<file path="src/rtl/nurse_pkg.sv">
// Shared types for the nurse-call scheduler.
// Holds the serving-state encoding and the default bed count.
package nurse_pkg;

    localparam int N_CALL_DEF = 4;

    typedef enum logic [1:0] {
        IDLE,
        RING,
        ESC
    } state_t;

endpackage

</file>
<file path="src/rtl/nurse_call_scheduler_blink_timer.sv">
// Blink prescaler for the served bed LED and buzzer.
// Restart loads phase=1; toggle pulses once every BLINK_DIV cycles.
module blink_timer #(
    parameter int BLINK_DIV = 25_000_000
) (
    input  logic clk,
    input  logic rst,
    input  logic restart,
    output logic phase,
    output logic toggle
);

    localparam int PW = (BLINK_DIV > 1) ? $clog2(BLINK_DIV) : 1;
    localparam logic [PW-1:0] LAST = PW'(BLINK_DIV - 1);

    logic [PW-1:0] cnt;

    assign toggle = ~restart & (cnt == LAST);

    // prescaler wraps at BLINK_DIV-1 and flips the phase on wrap
    always_ff @(posedge clk) begin
        if (rst) begin
            cnt   <= '0;
            phase <= 1'b0;
        end else if (restart) begin
            cnt   <= '0;
            phase <= 1'b1;
        end else if (toggle) begin
            cnt   <= '0;
            phase <= ~phase;
        end else begin
            cnt   <= cnt + 1'b1;
        end
    end

endmodule

</file>
<file path="src/rtl/nurse_call_scheduler.sv">
// Ward nurse-call scheduler: latches bed calls, serves one by
// fixed priority, blinks its LED and escalates on missing ack.
module nurse_call_scheduler
    import nurse_pkg::*;
#(
    parameter int N_CALL          = N_CALL_DEF,
    parameter int BLINK_DIV       = 25_000_000,
    parameter int TIMEOUT_TOGGLES = 20
) (
    input  logic                      clk,
    input  logic                      rst,
    input  logic [N_CALL-1:0]         call,
    input  logic                      ack,
    output logic [N_CALL-1:0]         led,
    output logic                      cur_valid,
    output logic [$clog2(N_CALL)-1:0] cur_id,
    output logic                      buzzer,
    output logic                      alarm
);

    localparam int IW = $clog2(N_CALL);
    localparam int CW = $clog2(TIMEOUT_TOGGLES + 1);
    localparam logic [CW-1:0] TMAX = CW'(TIMEOUT_TOGGLES);

    logic [N_CALL-1:0] call_q;
    logic              ack_q;
    logic [N_CALL-1:0] pending;
    logic [N_CALL-1:0] pend_n;
    logic [N_CALL-1:0] new_call;
    logic              new_ack;
    state_t            state;
    state_t            state_n;
    logic [IW-1:0]     sel;
    logic [IW-1:0]     sel_n;
    logic [IW-1:0]     first_idx;
    logic [CW-1:0]     tcnt;
    logic [CW-1:0]     tcnt_n;
    logic              restart;
    logic              phase;
    logic              phase_n;
    logic              toggle;
    logic [N_CALL-1:0] led_n;

    assign new_call = call & ~call_q;
    assign new_ack  = ack & ~ack_q;
    assign restart  = (state == IDLE) && (pending != '0);

    blink_timer #(
        .BLINK_DIV(BLINK_DIV)
    ) u_blink (
        .clk    (clk),
        .rst    (rst),
        .restart(restart),
        .phase  (phase),
        .toggle (toggle)
    );

    // lowest pending bed wins arbitration
    always_comb begin
        first_idx = '0;
        for (int i = N_CALL - 1; i >= 0; i--) begin
            if (pending[i]) first_idx = IW'(i);
        end
    end

    // next phase and saturating timeout count, mirrored from the timer
    always_comb begin
        phase_n = phase;
        tcnt_n  = tcnt;
        if (restart) begin
            phase_n = 1'b1;
            tcnt_n  = '0;
        end else if (toggle) begin
            phase_n = ~phase;
            if (tcnt != TMAX) tcnt_n = tcnt + 1'b1;
        end
    end

    // serving FSM plus pending update; a new call beats a clearing ack
    always_comb begin
        state_n = state;
        sel_n   = sel;
        pend_n  = pending;
        unique case (state)
            IDLE: begin
                if (pending != '0) begin
                    state_n = RING;
                    sel_n   = first_idx;
                end
            end
            RING: begin
                if (new_ack) state_n = IDLE;
                else if (tcnt_n == TMAX) state_n = ESC;
            end
            ESC: begin
                if (new_ack) state_n = IDLE;
            end
            default: state_n = IDLE;
        endcase
        if (new_ack && state != IDLE) pend_n[sel] = 1'b0;
        pend_n = pend_n | new_call;
    end

    // LED image: steady for queued beds, blinking for the served one
    always_comb begin
        led_n = pend_n;
        if (state_n != IDLE) led_n[sel_n] = phase_n;
    end

    // state, edge-detect history and registered outputs
    always_ff @(posedge clk) begin
        if (rst) begin
            call_q    <= '1;
            ack_q     <= 1'b1;
            pending   <= '0;
            state     <= IDLE;
            sel       <= '0;
            tcnt      <= '0;
            led       <= '0;
            cur_valid <= 1'b0;
            cur_id    <= '0;
            buzzer    <= 1'b0;
            alarm     <= 1'b0;
        end else begin
            call_q    <= call;
            ack_q     <= ack;
            pending   <= pend_n;
            state     <= state_n;
            sel       <= sel_n;
            tcnt      <= tcnt_n;
            led       <= led_n;
            cur_valid <= (state_n != IDLE);
            cur_id    <= (state_n != IDLE) ? sel_n : '0;
            buzzer    <= (state_n == ESC) | ((state_n == RING) & phase_n);
            alarm     <= (state_n == ESC);
        end
    end

endmodule

</file>
<file path="config.mk">
export PLATFORM = sky130hd
export DESIGN_NAME = nurse_call_scheduler
export DESIGN_NICKNAME = d
export VERILOG_FILES = /design/src/rtl/nurse_pkg.sv /design/src/rtl/nurse_call_scheduler_blink_timer.sv /design/src/rtl/nurse_call_scheduler.sv
export SDC_FILE = /design/constraint.sdc
export NUM_CORES = 1
export LEC_CHECK = 0
export ABC_AREA = 1
export BUFFER_PORTS_ARGS = -buffer_cell sky130_fd_sc_hd__buf_2
export CAP_MARGIN = 20
export CELL_PAD_IN_SITES_DETAIL_PLACEMENT = 1
export CELL_PAD_IN_SITES_GLOBAL_PLACEMENT = 1
export CORE_ASPECT_RATIO = 0.6
export CORE_MARGIN = 3
export CORE_UTILIZATION = 39
export CTS_CLUSTER_DIAMETER = 80
export CTS_CLUSTER_SIZE = 24
export DETAILED_ROUTE_END_ITERATION = 10
export GPL_TIMING_DRIVEN = 0
export HOLD_SLACK_MARGIN = 0.06
export PLACE_DENSITY_LB_ADDON = 0.08
export RECOVER_POWER = 100
export SLEW_MARGIN = 0
export SYNTH_ARGS = -nofsm -noshare
export SYNTH_HDL_FRONTEND = slang
export SYNTH_SLANG_ARGS = --single-unit
</file>
<file path="constraint.sdc">
create_clock -name clk -period 1.7 [get_ports clk]
set_input_delay 0.085 -clock clk [delete_from_list [all_inputs] [get_ports clk]]
set_output_delay 0.085 -clock clk [all_outputs]
set_load 0.03 [all_outputs]
</file>
==> parameters.txt, run 1 <==
Parameter                              Value

Floorplanning
  Total die area ... 0.007445 mm^2
  Core box area ... 0.005886 mm^2
  Total I/O pin count ... 16
  Placement row count ... 21
  Horizontal extent of the die ... 109.4 um
  Height of the die ... 68.05 um
  Initial Util ... 42.52%

Global routing
  GR Overflow Total ... 0
  Maximum number of pins on one net before global-route repair ... 17
  Met2 Use GR ... 32.14%
  Met3 Resource Use GR ... 4.618%
  Busiest layer in global routing ... met1
  Number of global-route vias before repair ... 2,462
  GR Layer Usage met1 ... 33.54%
  All-layer global routing usage ... 22.17%
  Wire length of the first global-routing pass ... 12.48 mm
  Number of antenna violations at the first check in global routing ... 0

Drt
  First DRT Iteration DRCs ... 173
  Pre-Repair DR Iteration Count ... 4
  Final routed wire length divided by cell count ... 17.66 um
  Post-DRT Antenna Nets ... 0
  Average via count per standard cell ... 5.219
  Drt drc ... 0
  Vias after detailed routing ... approximately 2,500
  Total routed wirelength ... about 8.6 mm

Placement
  Post-DP HPWL ... approximately 5.3 mm
  Cell Count Post-Placement ... 435
  Port buffer count ... 14
  DP Area ... 0.002701 mm^2
  Final GP Congestion ... 0.8497

Clock tree
  Buffer levels on the longest clock path ... 2
  Clock root buffer master ... clkbuf_8
  TritonCTS clock tree ... yes
  H-Tree Level Count ... 2
  Clock sink count ... between 50 and 60
  CTS Buf Count ... 5
  Clock slew at the register clock pins of the worst setup and hold paths ... 0.10 ns
  Clock Latency Late Sink ... around 0.32 ns

Layout
  Core occupancy in the finished layout ... 60.06%
  Area delta synth->final ... 41.25%
  Antenna diode instance count ... 0
  Storage cell area ... 0.001097 mm^2
  Multi-input gate area in the final layout ... 0.001525 mm^2
  Fill count ... 713
  Number of nets at the end of the flow ... 417
  Ratio of cells with drive above 1 in the final layout ... 39.95%
  Layout Cells excl Fill ... 488
  Post-route cell area ... 0.003535 mm^2

Synthesis
  Synthesized cell area ... ~0.0025 mm^2
  Synthesized area per cell ... 7.338 um^2
  Part of the Yosys area used for sequential elements ... 42.40%
  Number of standard cells after synthesis ... 341
  Count of different cell masters after synthesis ... 34
  Synthesized flop and latch total ... 53
  Warnings, synthesis ... 0
  Net count of the mapped netlist ... 351

Outcome
  Status ... complete, but fails checks
  Violations in the final reports ... setup timing

Setup path
  Critical path capture point type ... register
  Type of element launching the critical path ... register
  Worst-path fanout max ... 3
  Arrival time at the worst endpoint ... 2.29 ns
  Crit Path Class ... register to register
  Endpoint required time on the critical path ... ~1.9 ns

Timing
  Slew at the pin closest to its max-slew limit ... 0.5469 ns
  Minimum setup slack in the final design ... -0.3914 ns
  Post-route minimum period ... 2.091 ns
  Tcrit/Tclk final ... 123.0%
  Max-slew violation count ... 0
  Final Hold Violating Endpoints ... 0
  Final-layout worst hold slack ... 0.1426 ns
  Final Skew ... roughly 0.0054 ns
  Remaining max-slew budget at the tightest pin ... between 60 and 70%
  F_max ... 478.2 MHz
  Setup violations, final ... 24
  Post-Route Setup TNS ... -5.586 ns
  RSZ-0062 raised after global routing ... yes

Hold path
  Hold crit path type ... input port to register

Pwr
  Peak supply drop ... 0.5523 mV
  Power density over the cells ... 736.4 mW/mm^2
  Leakage power total ... 1.432 nW

Run
  Max Cap Violations ... 0
-- per-layer routing --
metal | share of wire [%] | wire, um
met5 | 0 | 0
met4 | 0.91 | 78
met3 | 4.4 | 378
met2 | 44 | 3786
met1 | 51 | 4373
-- synthesized netlist by cell type --
cell | n | area share (%)
nand3_2 | 3 | 1.2
nand4_1 | 8 | 2.0
dfxtp_1 | 53 | 42
nand3_4 | 1 | 0.70
nor2_1 | 48 | 7.2
nor3_4 | 1 | 0.65
ha_1 | 3 | 1.5
nand3_1 | 23 | 4.6
nand2_2 | 8 | 2.0
a211oi_1 | 2 | 0.60
o21ai_2 | 2 | 0.70
nor2_4 | 3 | 1.3
buf_2 | 1 | 0.20
a21o_1 | 1 | 0.30
nand2_4 | 2 | 0.90
clkbuf_1 | 3 | 0.45
nand2_1 | 53 | 7.9
a21oi_1 | 24 | 4.8
o21a_1 | 5 | 1.5
o21bai_2 | 1 | 0.45
xnor2_1 | 3 | 1.1
clkinv_1 | 2 | 0.30
o21ai_1 | 1 | 0.20
nor2_2 | 8 | 2.0
nor3b_1 | 1 | 0.30
a21oi_4 | 1 | 0.65
nor3_1 | 5 | 1.0
inv_1 | 54 | 8.1
or2_2 | 1 | 0.25
xor2_1 | 2 | 0.70
nand3b_1 | 1 | 0.30
mux2_2 | 1 | 0.45
o21ai_0 | 15 | 3.0
nor4_1 | 1 | 0.25
-- cell usage in the layout (no fill, tap or decap), types with 3 or more instances in the layout --
| cell | instances |
|---|---|
| inv_1 | 43 |
| nand2_1 | 41 |
| nor2_1 | 37 |
| dfxtp_1 | 34 |
| buf_4 | 30 |
| a21oi_1 | 19 |
| nand3_1 | 16 |
| nand2_2 | 16 |
| dfxtp_2 | 14 |
| nor2_4 | 13 |
| clkbuf_1 | 12 |
| inv_2 | 9 |
| nor2_2 | 9 |
| nand4_1 | 8 |
| buf_6 | 8 |
| o21ai_0 | 7 |
| nand3_2 | 6 |
| clkbuf_8 | 6 |
| o21a_1 | 5 |
| nand3_4 | 5 |
| nand2_4 | 5 |
| o21ai_1 | 5 |
| dlygate4sd3_1 | 5 |
| buf_2 | 5 |
| dfxtp_4 | 5 |
| o21ai_2 | 4 |
| a21oi_2 | 4 |
| xnor2_1 | 3 |
| buf_12 | 3 |
| nor3_1 | 3 |
-- path summary, 6_finish.rpt --
path	start	end	slack [ns]	cells after the start
worst max register to register	u_blink.cnt[1]$_SDFF_PP0_	u_blink.cnt[19]$_SDFF_PP0_	-0.39	13
worst min-delay path	rst	state[1]$_SDFF_PP0_	0.14	2
worst max-delay path	u_blink.cnt[1]$_SDFF_PP0_	u_blink.cnt[19]$_SDFF_PP0_	-0.39	13
worst min register to register	u_blink.cnt[24]$_SDFF_PP0_	u_blink.cnt[24]$_SDFF_PP0_	0.50	1
-- cell type report --
| cell class | count | area share (%) |
|---|---|---|
| repair buffers | 59 | 13.13 |
| plain buffers | 4 | 1.168 |
| clock buffers | 6 | 2.053 |
| flip-flops and latches | 53 | 31.04 |
| multi-input cells | 228 | 43.15 |
| inverters | 56 | 6.230 |
| well taps | 80 | 2.832 |
| clock inverters | 2 | 0.3894 |
-- critical path: stages (launching register included) --
cell     delay [ns]
dfxtp_2        0.36
buf_4          0.11
buf_4          0.10
nand3_4        0.08
nor2_4         0.14
nand3_4        0.11
nor2_4         0.11
buf_4          0.11
buf_6          0.08
inv_2          0.04
nor3_4         0.18
nand4_1        0.24
o21ai_2        0.24
a21oi_1        0.07
-- metrics by stage --
step                power (mW)  setup slack (ns)
floorplan                1.594          -0.07461
global placement         1.690           -0.4983
detailed placement       1.701           -0.5394
CTS                      2.499           -0.3300
global route             2.725           -0.5207
finish                   2.603           -0.3914
-- where the power goes --
part	internal (mW)	leakage (nW)	switching [mW]	total, mW
logic	0.208	0.944	0.338	0.547
registers	1.29	0.442	0.0334	1.32
clock network	0.295	0.0456	0.439	0.734
-- logic make-up (layout without fill, tap and decap cells) --
logic type / Yosys count / count (layout) / synth area share (%)
buffers and inverters: 60 / 127 / 9.050
muxes: 1 / 1 / 0.4500
AOI/OAI and AO/OA: 52 / 52 / 12.20
DFF: 53 / 53 / 42.40
xor gates and xnor gates: 5 / 5 / 1.750
and+or+nand+nor: 167 / 167 / 32.65
adders and majority gates: 3 / 3 / 1.500
-- registers in the layout, indices dropped and copies added, names as in the netlist --
register,flops
ack_q,1
cur_valid,1
sel,2
tcnt,5
led,4
buzzer,1
cur_id,2
alarm,1
state,2
u_blink.phase,1
u_blink.cnt,25
call_q,4
pending,4
-- what timing repair did --
| action | 4_1_cts | 5_1_grt |
|---|---|---|
| hold buffers | 5 | 0 |
| hold endpoints to repair | 5 | 0 |
| setup buffers | 22 | 18 |
| pin swaps | 13 | 27 |
| setup endpoints to repair | 38 | 38 |
| gates resized for setup | 57 | 69 |
Power figures use the tool's default switching activity.
==> inputs of run 2 (changes only) <==
--- a/config.mk
+++ b/config.mk
@@ -16,10 +16,10 @@
 export CTS_CLUSTER_DIAMETER = 80
 export CTS_CLUSTER_SIZE = 24
 export DETAILED_ROUTE_END_ITERATION = 10
-export GPL_TIMING_DRIVEN = 0
 export HOLD_SLACK_MARGIN = 0.06
-export PLACE_DENSITY_LB_ADDON = 0.08
+export PLACE_DENSITY = 0.79
 export RECOVER_POWER = 100
+export SKIP_LAST_GASP = 1
 export SLEW_MARGIN = 0
 export SYNTH_ARGS = -nofsm -noshare
 export SYNTH_HDL_FRONTEND = slang
==> parameters.txt, run 2 (same netlist as run 1, synthesis figures left out) <==
Parameter                              Value

Floorplanning
  Initial Util ... 42.52% (unchanged)
  Total I/O pin count ... 16 (unchanged)
  Horizontal extent of the die ... 109.4 um (unchanged)
  Placement row count ... 21 (unchanged)
  Core box area ... 0.005886 mm^2 (unchanged)
  Height of the die ... 68.05 um (unchanged)
  Total die area ... 0.007445 mm^2 (unchanged)

Global routing
  All-layer global routing usage ... 31.06% (was 22.17%)
  GR Overflow Total ... 0 (unchanged)
  Number of global-route vias before repair ... 3,020 (was 2,462)
  Wire length of the first global-routing pass ... 17.06 mm (was 12.48 mm)
  Number of antenna violations at the first check in global routing ... 1 (was 0)
  Maximum number of pins on one net before global-route repair ... 18 (was 17)

Timing
  Max-slew violation count ... 0 (unchanged)
  RSZ-0062 raised after global routing ... yes (unchanged)
  Setup violations, final ... 40 (was 24)
  Tcrit/Tclk final ... 138.3% (was 123.0%)
  Slew at the pin closest to its max-slew limit ... 0.4805 ns (was 0.5469 ns)
  Post-route minimum period ... 2.352 ns (was 2.091 ns)
  Minimum setup slack in the final design ... -0.6518 ns (was -0.3914 ns)
  Post-Route Setup TNS ... -11.56 ns (was -5.586 ns)
  Final Skew ... 0.01453 ns (was 0.005351 ns)
  Final Hold Violating Endpoints ... 0 (unchanged)
  F_max ... 425.2 MHz (was 478.2 MHz)
  Remaining max-slew budget at the tightest pin ... 67.93% (was 63.54%)

Setup path
  Critical path capture point type ... register (unchanged)
  Cell type of the slowest stage on the worst timing path ... dfxtp_2 (unchanged)
  Capture point of the critical path ... state[1]$_SDFF_PP0_ (was u_blink.cnt[19]$_SDFF_PP0_)
  CP Launch Point ... u_blink.cnt[7]$_SDFF_PP0_ (was u_blink.cnt[1]$_SDFF_PP0_)
  Source of the worst register-to-register timing path ... u_blink.cnt[7]$_SDFF_PP0_ (was u_blink.cnt[1]$_SDFF_PP0_)
  Cell seen most often among critical-path stages ... nand2_2 (was buf_4)
  Register-to-Register Path Depth ... 15 (was 13)
  Critical Path Stages ... 15 (was 13)
  Type of element launching the critical path ... register (unchanged)
  Arrival time at the worst endpoint ... 2.62 ns (was 2.29 ns)
  Crit Path Class ... register to register (unchanged)
  Minimum setup slack among reg-to-reg paths ... -0.65 ns (was -0.39 ns)
  Endpoint required time on the critical path ... 1.97 ns (was 1.90 ns)
  Reg-to-reg endpoint ... state[1]$_SDFF_PP0_ (was u_blink.cnt[19]$_SDFF_PP0_)
  Family with the most delay on the worst path ... simple AND/OR/NAND/NOR gates (unchanged)
  CP max stage delay ... 0.37 ns (was 0.36 ns)
  Worst-path fanout max ... 7 (was 3)
  Worst-path cell chain ... inv_1, nand2_1, nor2_1, nand2_2, nor2_4, nand4_1, nand2_2, nand2_1, inv_1, nand2_2, nand2_2, nand2_4, buf_4, buf_6, nor2_1 (was buf_4, buf_4, nand3_4, nor2_4, nand3_4, nor2_4, buf_4, buf_6, inv_2, nor3_4, nand4_1, o21ai_2, a21oi_1)
  Number of buffer and inverter instances along the worst setup path ... 4 (was 5)

Pwr
  Clock Power Share ... 31.4% (was 28.2%)
  Leakage power total ... 1.772 nW (was 1.432 nW)
  Logic pwr share ... 24.0% (was 21.0%)
  Power density over the cells ... 731.6 mW/mm^2 (was 736.4 mW/mm^2)
  Share of total power consumed by net switching ... 32.72% (was 31.15%)
  Net switching component of the power ... 0.9753 mW (was 0.8109 mW)
  Internal ... 2.005 mW (was 1.792 mW)
  Part of the power in registers ... 44.6% (was 50.8%)
  Peak supply drop ... 0.6054 mV (was 0.5523 mV)

Clock tree
  Clock sink count ... 53 (unchanged)
  Clock root buffer master ... clkbuf_8 (unchanged)
  TritonCTS clock tree ... yes (unchanged)
  Buffer levels on the longest clock path ... 2 (unchanged)
  H-Tree Level Count ... 2 (unchanged)
  CTS Buf Count ... 5 (unchanged)
  Clock Latency Late Sink ... 0.33 ns (was 0.32 ns)
  Clock slew at the register clock pins of the worst setup and hold paths ... 0.11 ns (was 0.10 ns)

Drt
  Pre-Repair DR Iteration Count ... 5 (was 4)
  Total routed wirelength ... 14.57 mm (was 8.617 mm)
  Average via count per standard cell ... 5.925 (was 5.219)
  Drt drc ... 0 (unchanged)
  Post-DRT Antenna Nets ... 0 (unchanged)
  Vias after detailed routing ... 3,229 (was 2,547)
  First DRT Iteration DRCs ... 308 (was 173)
  Final routed wire length divided by cell count ... 26.72 um (was 17.66 um)

Placement
  Worst-case setup slack after placement ... -0.2835 ns (was -0.5394 ns)
  Port buffer count ... 15 (was 14)
  Final GP Congestion ... 0.8536 (was 0.8497)
  Cell Count Post-Placement ... 500 (was 435)
  Post-DP HPWL ... 6.062 mm (was 5.264 mm)

Layout
  Layout Cells excl Fill ... 545 (was 488)
  Largest register FFs ... 25 (unchanged)
  Registers with the most flip-flops ... u_blink.cnt: 25 flops, tcnt: 5 flops (unchanged)
  Area delta synth->final ... 62.80% (was 41.25%)
  Most used cells in the layout excluding fill and tap cells ... 90 x buf_4, 46 x inv_1, 36 x nand2_1, 36 x dfxtp_1, 32 x nor2_1 (was 43 x inv_1, 41 x nand2_1, 37 x nor2_1, 34 x dfxtp_1, 30 x buf_4)
  Antenna diode instance count ... 0 (unchanged)
  Ratio of cells with drive above 1 in the final layout ... 52.69% (was 39.95%)
  Top register by number of flip-flops ... u_blink.cnt (unchanged)
  Core occupancy in the finished layout ... 69.22% (was 60.06%)
  Number of nets at the end of the flow ... 474 (was 417)
  Most common cell after layout, fill and taps aside ... buf_4 (was inv_1)

Outcome
  Violations in the final reports ... setup timing (unchanged)
  Status ... complete, but fails checks (unchanged)

Run
  Max Cap Violations ... 0 (unchanged)

Hold path
  Hold crit path type ... input port to register (unchanged)
[run 2: worst min path at each step]
stage | start | end | slack [ns] | depth (start not counted)
2_1_floorplan | ack | ack_q$_SDFF_PP1_ | 0.18 | 2
3_3_place_gp | call[0] | call_q[0]$_SDFF_PP1_ | 0.27 | 3
3_5_place_dp | ack | ack_q$_SDFF_PP1_ | 0.28 | 3
4_1_cts | rst | led[0]$_SDFF_PP0_ | 0.18 | 3
5_1_grt | rst | led[0]$_SDFF_PP0_ | 0.25 | 3
6_report | rst | led[2]$_SDFF_PP0_ | 0.25 | 3
[run 2: power groups by stage]
| stage | Combinational, mW | Clock (mW) | Sequential (mW) |
|---|---|---|---|
| 4_1_cts | 0.468 | 0.904 | 1.32 |
| 6_report | 0.715 | 0.934 | 1.33 |
| 3_5_place_dp | 0.435 | 0 | 1.35 |
| 3_3_place_gp | 0.419 | 0 | 1.35 |
| 5_1_grt | 0.740 | 0.980 | 1.33 |
| 2_1_floorplan | 0.206 | 0 | 1.39 |
[run 2: what timing repair did]
| item | CTS | global route |
|---|---|---|
| hold endpoints to repair | 5 | 0 |
| endpoints found under the setup margin | 38 | 40 |
| buffers inserted | 12 | 19 |
| hold buffers | 5 | 0 |
| pin swaps | 21 | 38 |
| cloned | 0 | 1 |
| gates resized for setup | 35 | 104 |
[run 2: area by class of cell]
class	count	area (um^2)
tap	80	100.1
clock inverter	3	46.29
sequential	53	1087
clock buffer	5	68.82
multi-input combinational	228	1624
inverter	56	216.5
timing repair buffer	120	930.9
fill	693	1812
[run 2: metal layers]
metal  vias to the layer above  routed length [um]  global-route usage [%]
met5                         -                   0                       0
met4                         0                 765                   10.58
met3                        92                1623                   5.749
met2                       236                6569                   51.90
met1                      1563                5607                   40.79
li1                       1338                   -                       -
[run 2: metrics by stage]
| stage | hold slack (ns) | instance area, um^2 | total power, mW |
|---|---|---|---|
| floorplan | 0.1814 | 2531 | 1.594 |
| global placement | 0.2701 | 3201 | 1.764 |
| detailed placement | 0.2805 | 3201 | 1.782 |
| CTS | 0.1785 | 3562 | 2.694 |
| global route | 0.2502 | 4074 | 3.053 |
| finish | 0.2518 | 4074 | 2.981 |
[run 2: worst register-to-register path, cell delays in order, from the launching register on]
cell	delay, ns
dfxtp_2	0.37
inv_1	0.14
nand2_1	0.09
nor2_1	0.21
nand2_2	0.12
nor2_4	0.21
nand4_1	0.22
nand2_2	0.16
nand2_1	0.06
inv_1	0.06
nand2_2	0.09
nand2_2	0.09
nand2_4	0.10
buf_4	0.17
buf_6	0.11
nor2_1	0.08
